File: src/rtl/bch_pkg.sv
// Field constants and GF(2^m) arithmetic helpers shared by the Chien search blocks.
package bch_pkg;

    localparam int GF_M         = 5;
    localparam int GF_N         = (1 << GF_M) - 1;
    localparam int GF_PRIM_POLY = 37;

    typedef enum logic [1:0] {
        ST_IDLE,
        ST_RUN,
        ST_DONE
    } chien_state_e;

    // Shift-and-add product reduced by poly (poly carries the x^m term), m <= 30.
    function automatic logic [31:0] gf_mul(input logic [31:0] a, input logic [31:0] b,
                                           input int m, input logic [31:0] poly);
        logic [31:0] acc;
        logic [31:0] sh;
        acc = '0;
        sh  = a;
        for (int i = 0; i < 31; i++) begin
            if (i < m && b[i]) acc = acc ^ sh;
            sh = sh << 1;
            if (sh[m]) sh = sh ^ poly;
        end
        return acc;
    endfunction

    function automatic logic [31:0] gf_alpha_pow(input int p, input int m, input logic [31:0] poly);
        logic [31:0] r;
        r = 32'd1;
        for (int i = 0; i < p; i++) r = gf_mul(r, 32'd2, m, poly);
        return r;
    endfunction

    function automatic logic [31:0] gf_mul_const(input logic [31:0] a, input int p,
                                                 input int m, input logic [31:0] poly);
        return gf_mul(a, gf_alpha_pow(p, m, poly), m, poly);
    endfunction

endpackage

File: src/rtl/bch_gf_mulconst.sv
// Multiply a GF(2^m) element by the constant alpha^P_POW (pure XOR network).
module bch_gf_mulconst
    import bch_pkg::*;
#(
    parameter int          P_POW  = 1,
    parameter int          P_M    = GF_M,
    parameter logic [31:0] P_POLY = GF_PRIM_POLY
) (
    input  logic [P_M-1:0] a_i,
    output logic [P_M-1:0] y_o
);

    localparam logic [31:0] ALPHA_P = gf_alpha_pow(P_POW, P_M, P_POLY);

    assign y_o = P_M'(gf_mul(32'(a_i), ALPHA_P, P_M, P_POLY));

endmodule

File: src/rtl/bch_chien_search.sv
// Chien search: evaluates Lambda(alpha^k) for k = 0..n-1, one position per cycle.
module bch_chien_search
    import bch_pkg::*;
#(
    parameter int C_INDWIDTH  = GF_M,
    parameter int C_ERR_NUM   = 4,
    parameter int C_PRIM_POLY = GF_PRIM_POLY,
    parameter int C_CODE_LEN  = 2**C_INDWIDTH - 1
) (
    input  logic                                I_clk,
    input  logic                                I_rst,
    input  logic [C_INDWIDTH*(C_ERR_NUM+1)-1:0] I_error_loc_polys,
    input  logic                                I_error_loc_polys_v,
    output logic                                O_busy,
    output logic                                O_loc_v,
    output logic [$clog2(C_CODE_LEN)-1:0]       O_loc_idx,
    output logic                                O_loc_err,
    output logic                                O_done,
    output logic [$clog2(C_ERR_NUM+1)-1:0]      O_err_cnt,
    output logic                                O_fail
);

    localparam int IDX_W = $clog2(C_CODE_LEN);
    localparam int CNT_W = $clog2(C_ERR_NUM + 1);
    localparam int K_W   = $clog2(C_CODE_LEN + 1);
    localparam logic [K_W-1:0]   K_LAST  = K_W'(C_CODE_LEN);
    localparam logic [CNT_W-1:0] CNT_MAX = CNT_W'(C_ERR_NUM);

    typedef logic [C_INDWIDTH-1:0] sym_t;

    chien_state_e          state_q;
    sym_t [C_ERR_NUM:0]    lam_q;
    sym_t [C_ERR_NUM:0]    lam_d;
    logic [K_W-1:0]        k_q;
    logic [CNT_W-1:0]      deg_q;
    logic [CNT_W-1:0]      root_cnt_q;
    logic                  busy_q;
    logic                  loc_v_q;
    logic [IDX_W-1:0]      idx_q;
    logic                  loc_err_q;
    logic                  done_q;
    logic [CNT_W-1:0]      err_cnt_q;
    logic                  fail_q;

    sym_t                  eval_d;
    logic                  root_d;
    logic [IDX_W-1:0]      idx_d;
    logic [CNT_W-1:0]      deg_d;

    // Register 0 holds the constant term and never changes during a search.
    assign lam_d[0] = lam_q[0];

    for (genvar gi = 1; gi <= C_ERR_NUM; gi++) begin : g_mul
        bch_gf_mulconst #(
            .P_POW  (gi),
            .P_M    (C_INDWIDTH),
            .P_POLY (C_PRIM_POLY)
        ) u_mul (
            .a_i (lam_q[gi]),
            .y_o (lam_d[gi])
        );
    end

    always_comb begin
        eval_d = '0;
        for (int i = 0; i <= C_ERR_NUM; i++) eval_d = eval_d ^ lam_q[i];
        root_d = (eval_d == '0);
        idx_d  = (k_q == '0) ? '0 : IDX_W'(C_CODE_LEN - int'(k_q));
    end

    always_comb begin
        deg_d = '0;
        for (int i = 1; i <= C_ERR_NUM; i++) begin
            if (I_error_loc_polys[C_INDWIDTH*i +: C_INDWIDTH] != '0) deg_d = CNT_W'(i);
        end
    end

    // RUN spends k = 0..n-1 evaluating and one extra cycle (k = n) closing out the verdict.
    always_ff @(posedge I_clk) begin
        if (I_rst) begin
            state_q    <= ST_IDLE;
            lam_q      <= '0;
            k_q        <= '0;
            deg_q      <= '0;
            root_cnt_q <= '0;
            busy_q     <= 1'b0;
            loc_v_q    <= 1'b0;
            idx_q      <= '0;
            loc_err_q  <= 1'b0;
            done_q     <= 1'b0;
            err_cnt_q  <= '0;
            fail_q     <= 1'b0;
        end else begin
            case (state_q)
                ST_IDLE: begin
                    if (I_error_loc_polys_v) begin
                        lam_q      <= I_error_loc_polys;
                        deg_q      <= deg_d;
                        k_q        <= '0;
                        root_cnt_q <= '0;
                        busy_q     <= 1'b1;
                        err_cnt_q  <= '0;
                        fail_q     <= 1'b0;
                        state_q    <= ST_RUN;
                    end
                end
                ST_RUN: begin
                    if (k_q == K_LAST) begin
                        loc_v_q   <= 1'b0;
                        loc_err_q <= 1'b0;
                        done_q    <= 1'b1;
                        err_cnt_q <= root_cnt_q;
                        fail_q    <= (lam_q[0] == '0) || (root_cnt_q != deg_q);
                        state_q   <= ST_DONE;
                    end else begin
                        lam_q     <= lam_d;
                        k_q       <= k_q + K_W'(1);
                        loc_v_q   <= 1'b1;
                        loc_err_q <= root_d;
                        idx_q     <= idx_d;
                        if (root_d && root_cnt_q != CNT_MAX) root_cnt_q <= root_cnt_q + CNT_W'(1);
                    end
                end
                ST_DONE: begin
                    done_q  <= 1'b0;
                    busy_q  <= 1'b0;
                    state_q <= ST_IDLE;
                end
                default: state_q <= ST_IDLE;
            endcase
        end
    end

    assign O_busy    = busy_q;
    assign O_loc_v   = loc_v_q;
    assign O_loc_idx = idx_q;
    assign O_loc_err = loc_err_q;
    assign O_done    = done_q;
    assign O_err_cnt = err_cnt_q;
    assign O_fail    = fail_q;

endmodule

File: config.mk
export PLATFORM = sky130hd
export DESIGN_NAME = bch_chien_search
export DESIGN_NICKNAME = d
export VERILOG_FILES = /design/src/rtl/bch_pkg.sv /design/src/rtl/bch_gf_mulconst.sv /design/src/rtl/bch_chien_search.sv
export SDC_FILE = /design/constraint.sdc
export NUM_CORES = 1
export LEC_CHECK = 0
export ABC_AREA = 0
export CAP_MARGIN = 15
export CORE_MARGIN = 3
export CORE_UTILIZATION = 57
export CTS_CLUSTER_DIAMETER = 80
export DETAILED_ROUTE_END_ITERATION = 6
export DONT_BUFFER_PORTS = 1
export PLACE_DENSITY = 0.74
export REMOVE_ABC_BUFFERS = 1
export SETUP_SLACK_MARGIN = 0.5
export SLEW_MARGIN = 20
export SYNTH_ARGS = -nofsm -noshare
export SYNTH_HDL_FRONTEND = slang
export SYNTH_HIERARCHICAL = 1
export SYNTH_SLANG_ARGS = --single-unit
export TNS_END_PERCENT = 100
File: constraint.sdc
create_clock -name I_clk -period 1.7 [get_ports I_clk]
set_input_delay 0.085 -clock I_clk [delete_from_list [all_inputs] [get_ports I_clk]]
set_output_delay 0.085 -clock I_clk [all_outputs]
set_load 0.005 [all_outputs]
==> results by group <==
Outcome
  • Result of the run: complete, but fails checks
  • Violated checks: hold timing, setup timing

Placed design
  • DP Worst Slack: -0.192 ns
  • Global placer's final weighted congestion: 0.838
  • HPWL Detailed: 3980 um
  • Number of buffers inserted by port buffering: 0

Global routing
  • Wire length of the first global-routing pass: 11800 um
  • Vias in the first global route: 2369
  • Pin count of the biggest net entering global routing: 50
  • Antenna violations before repair: 0
  • GRT Residual Overflow: 0
  • Global routing usage summed across all routing layers: 29.0%

Floorplan
  • Standard cell core area: 4200 sq um
  • Die area: 5390 sq um
  • Initial Util: 61.6%
  • Die height: 73.4 um
  • Cell row count: 23
  • Chip Width: 73.4 um
  • Total I/O pin count: 41

Worst setup path
  • Worst reg2reg endpoint: root_cnt_q[0]
  • Count of cells along the worst register-to-register path: 5
  • Worst reg-to-reg setup slack: -0.14 ns
  • Class of the most critical setup path: reg2reg
  • Peak per-stage delay on the critical path: 0.44 ns
  • Reg2reg start: lam_q[17]
  • Category of the worst setup path capture point: flip-flop
  • Worst Setup Start Kind: flip-flop
  • Library cell contributing the largest single delay on the critical path: nor4_4
  • Buf/Inv on CP: 0
  • Crit-path leading delay family: XOR/XNOR gates
  • Critical path required time: 1.91 ns
  • Worst path arrival time: 2.05 ns
  • Worst path cell trace: xnor3_1 > xnor2_2 > nor4_4 > nand2_2 > a31o_1
  • Crit Path Max Fanout: 5

Timing
  • Final worst-path setup slack: -0.139 ns
  • Max Clock Freq: 544 MHz
  • Clock period minus final worst setup slack: 1.84 ns
  • Transition time at the pin with the least slew margin: 0.406 ns
  • Worst hold slack: -0.180 ns
  • Fin crit share: 108%
  • Setup violations, final: 26
  • Number of pins with negative max-slew slack in the final report: 0
  • Max_slew headroom: 72.7%
  • Setup repair after global routing missed its margin: yes
  • Endpoints failing hold: 47
  • Final worst clock skew: 0.0170 ns

CTS
  • Clock H-tree levels: 2
  • Clock tree from TritonCTS: done
  • Clock transition at the register clock pins on the worst setup and hold paths after CTS: 0.11 ns
  • Insertion delay to the later sink of the worst-skew pair: 0.32 ns
  • Number of clock sinks: 51
  • Number of buffers created by CTS: 5
  • Deepest clock path buffer count: 2
  • Clk root buf: clkbuf_8

Min path
  • HP Start: I_rst
  • Hold WC Path Type: in2reg
  • Worst hold path depth: 1
  • Sink of the worst hold path: k_q[0]

Synth
  • EDFF count, synth: 0
  • Commonest register cell after synthesis: dfxtp_1
  • Async S/R FF share, synth: 0%
  • Yosys warning count: 6
  • Unique masters post-synth: 40
  • Mean Syn Cell Area: 8.43 sq um
  • Fraction of the yosys area taken by sequential cells: 39.4%
  • Count of mapped cells out of synthesis: 307
  • Number of flip-flops and latches in the synthesized netlist: 51
  • Mapped cell area: 2590 sq um

Finish
  • Leading cell type in the layout, fill and taps excluded: nand2_1
  • # diodes: 0
  • Share of cells above drive strength 1: 44.7%
  • Commonest cells after routing, fill and taps aside: 50 x nand2_1, 43 x dfxtp_1, 30 x nor2_1, 28 x buf_4
  • Relative area change from synthesis to final layout: 43.3%
  • Final #Nets: 372

Power
  • P per Cell Area: 857 nW/um^2
  • P_leak: 0.00149 uW
  • Maximum VDD drop: 0.781 mV
  • Power after layout: 3180 uW

Detailed routing
  • Count of TritonRoute iterations in the first routing pass: 5
  • WL per Instance: 24.5 um
  • Number of violations reported at the end of detailed-routing iteration 0: 276
  • Mean number of vias per cell: 6.70
  • Antenna violation net count after detailed routing: 0
  • Vias after detailed routing: 2614
  • Final routed wirelength across all metal layers: 9560 um
  • Number of remaining DRC errors: 0

Flow run
  • Max-cap check violation count: 0
## what timing repair did
action | in CTS | in global routing
endpoints found under the setup margin | 50 | 50
pin swaps | 35 | 38
cloned | 5 | 0
resized for setup | 71 | 64
buffers inserted | 9 | 12
endpoints found under the hold margin | 48 | 48
## worst register-to-register path, stage by stage, from the launching register on
cell and delay (ns):
dfxtp_4 0.37, xnor3_1 0.42, xnor2_2 0.16, nor4_4 0.44, nand2_2 0.13, a31o_1 0.22
## how the worst max path moves through the flow
stage | from | to | cells after the start
after floorplan | k_q[0] | lam_q[10] | 7
after global placement | k_q[0] | lam_q[19] | 8
after detailed placement | k_q[0] | lam_q[22] | 8
after CTS | lam_d[1] | root_cnt_q[0] | 5
after global routing | lam_q[7] | root_cnt_q[0] | 5
final | lam_q[17] | root_cnt_q[0] | 5
## synthesized netlist by cell type (2+ instances only)
master | count | area (sq um)
nand2_1 | 58 | 218
dfxtp_1 | 51 | 1020
nor2_1 | 49 | 184
a311oi_1 | 21 | 184
xor2_1 | 17 | 149
clkbuf_1 | 13 | 48.8
a21oi_1 | 11 | 55.1
a22oi_1 | 10 | 75.1
buf_4 | 10 | 75.1
inv_1 | 7 | 26.3
nor3_1 | 7 | 35.0
xnor2_1 | 7 | 61.3
ha_1 | 5 | 62.6
or4_1 | 4 | 30.0
xnor3_1 | 4 | 90.1
buf_2 | 3 | 15.0
and2_1 | 2 | 12.5
nand2b_1 | 2 | 12.5
nand4_1 | 2 | 12.5
nor2b_1 | 2 | 12.5
nor4b_1 | 2 | 17.5
o21ai_0 | 2 | 10.0
## sequential cells by signal, summed over array words and instances (netlist names)
register	cells
O_err_cnt	3
O_loc_err	1
k_q	5
lam_q	20
O_loc_idx	5
O_loc_v	1
state_q	2
root_cnt_q	3
deg_q	3
O_busy	1
lam_d	5
O_done	1
O_fail	1
## metrics by stage
stage          area (sq um)  utilization, %  setup TNS [ns]  std cells
3_5_place_dp           2730            64.9           -3.94        356
5_1_grt                3710            88.3           -2.73        390
2_1_floorplan          2450               -          -13.07        280
4_1_cts                3330            79.4          -0.156        378
6_report               3710            88.3           -1.42        390
3_3_place_gp           2730            64.9           -2.26        356
## routing by layer
metal | share of wire [%] | global-route usage (%) | up-vias
li1 | - | - | 1107
met2 | 48 | 49.5 | 198
met4 | 6.3 | 11.3 | 0
met5 | 0 | 0 | -
met1 | 37 | 34.1 | 1253
met3 | 8.7 | 8.48 | 56
## cell families after synthesis
group,synth area share (%)
buffers and inverters,6.52
muxes,0.387
AOI/OAI and AO/OA,14.1
xor gates and xnor gates,13.4
and+or+nand+nor,23.7
adders and majority gates,2.42
DFF,39.4
## power by group
| part | switching (uW) | internal [uW] | total (uW) |
|---|---|---|---|
| logic | 524 | 557 | 1080 |
| clock network | 439 | 290 | 728 |
| registers | 92.1 | 1280 | 1370 |
| total | 1060 | 2120 | 3180 |
## cell type report
cell class / count / area (sq um)
multi-input combinational: 222 / 1870
sequential: 51 / 1040
timing repair buffer: 52 / 626
fill: 184 / 492
clock buffer: 6 / 72.6
tap: 50 / 62.6
inverter: 7 / 26.3
clock inverter: 2 / 12.5
Power figures use the tool's default switching activity.
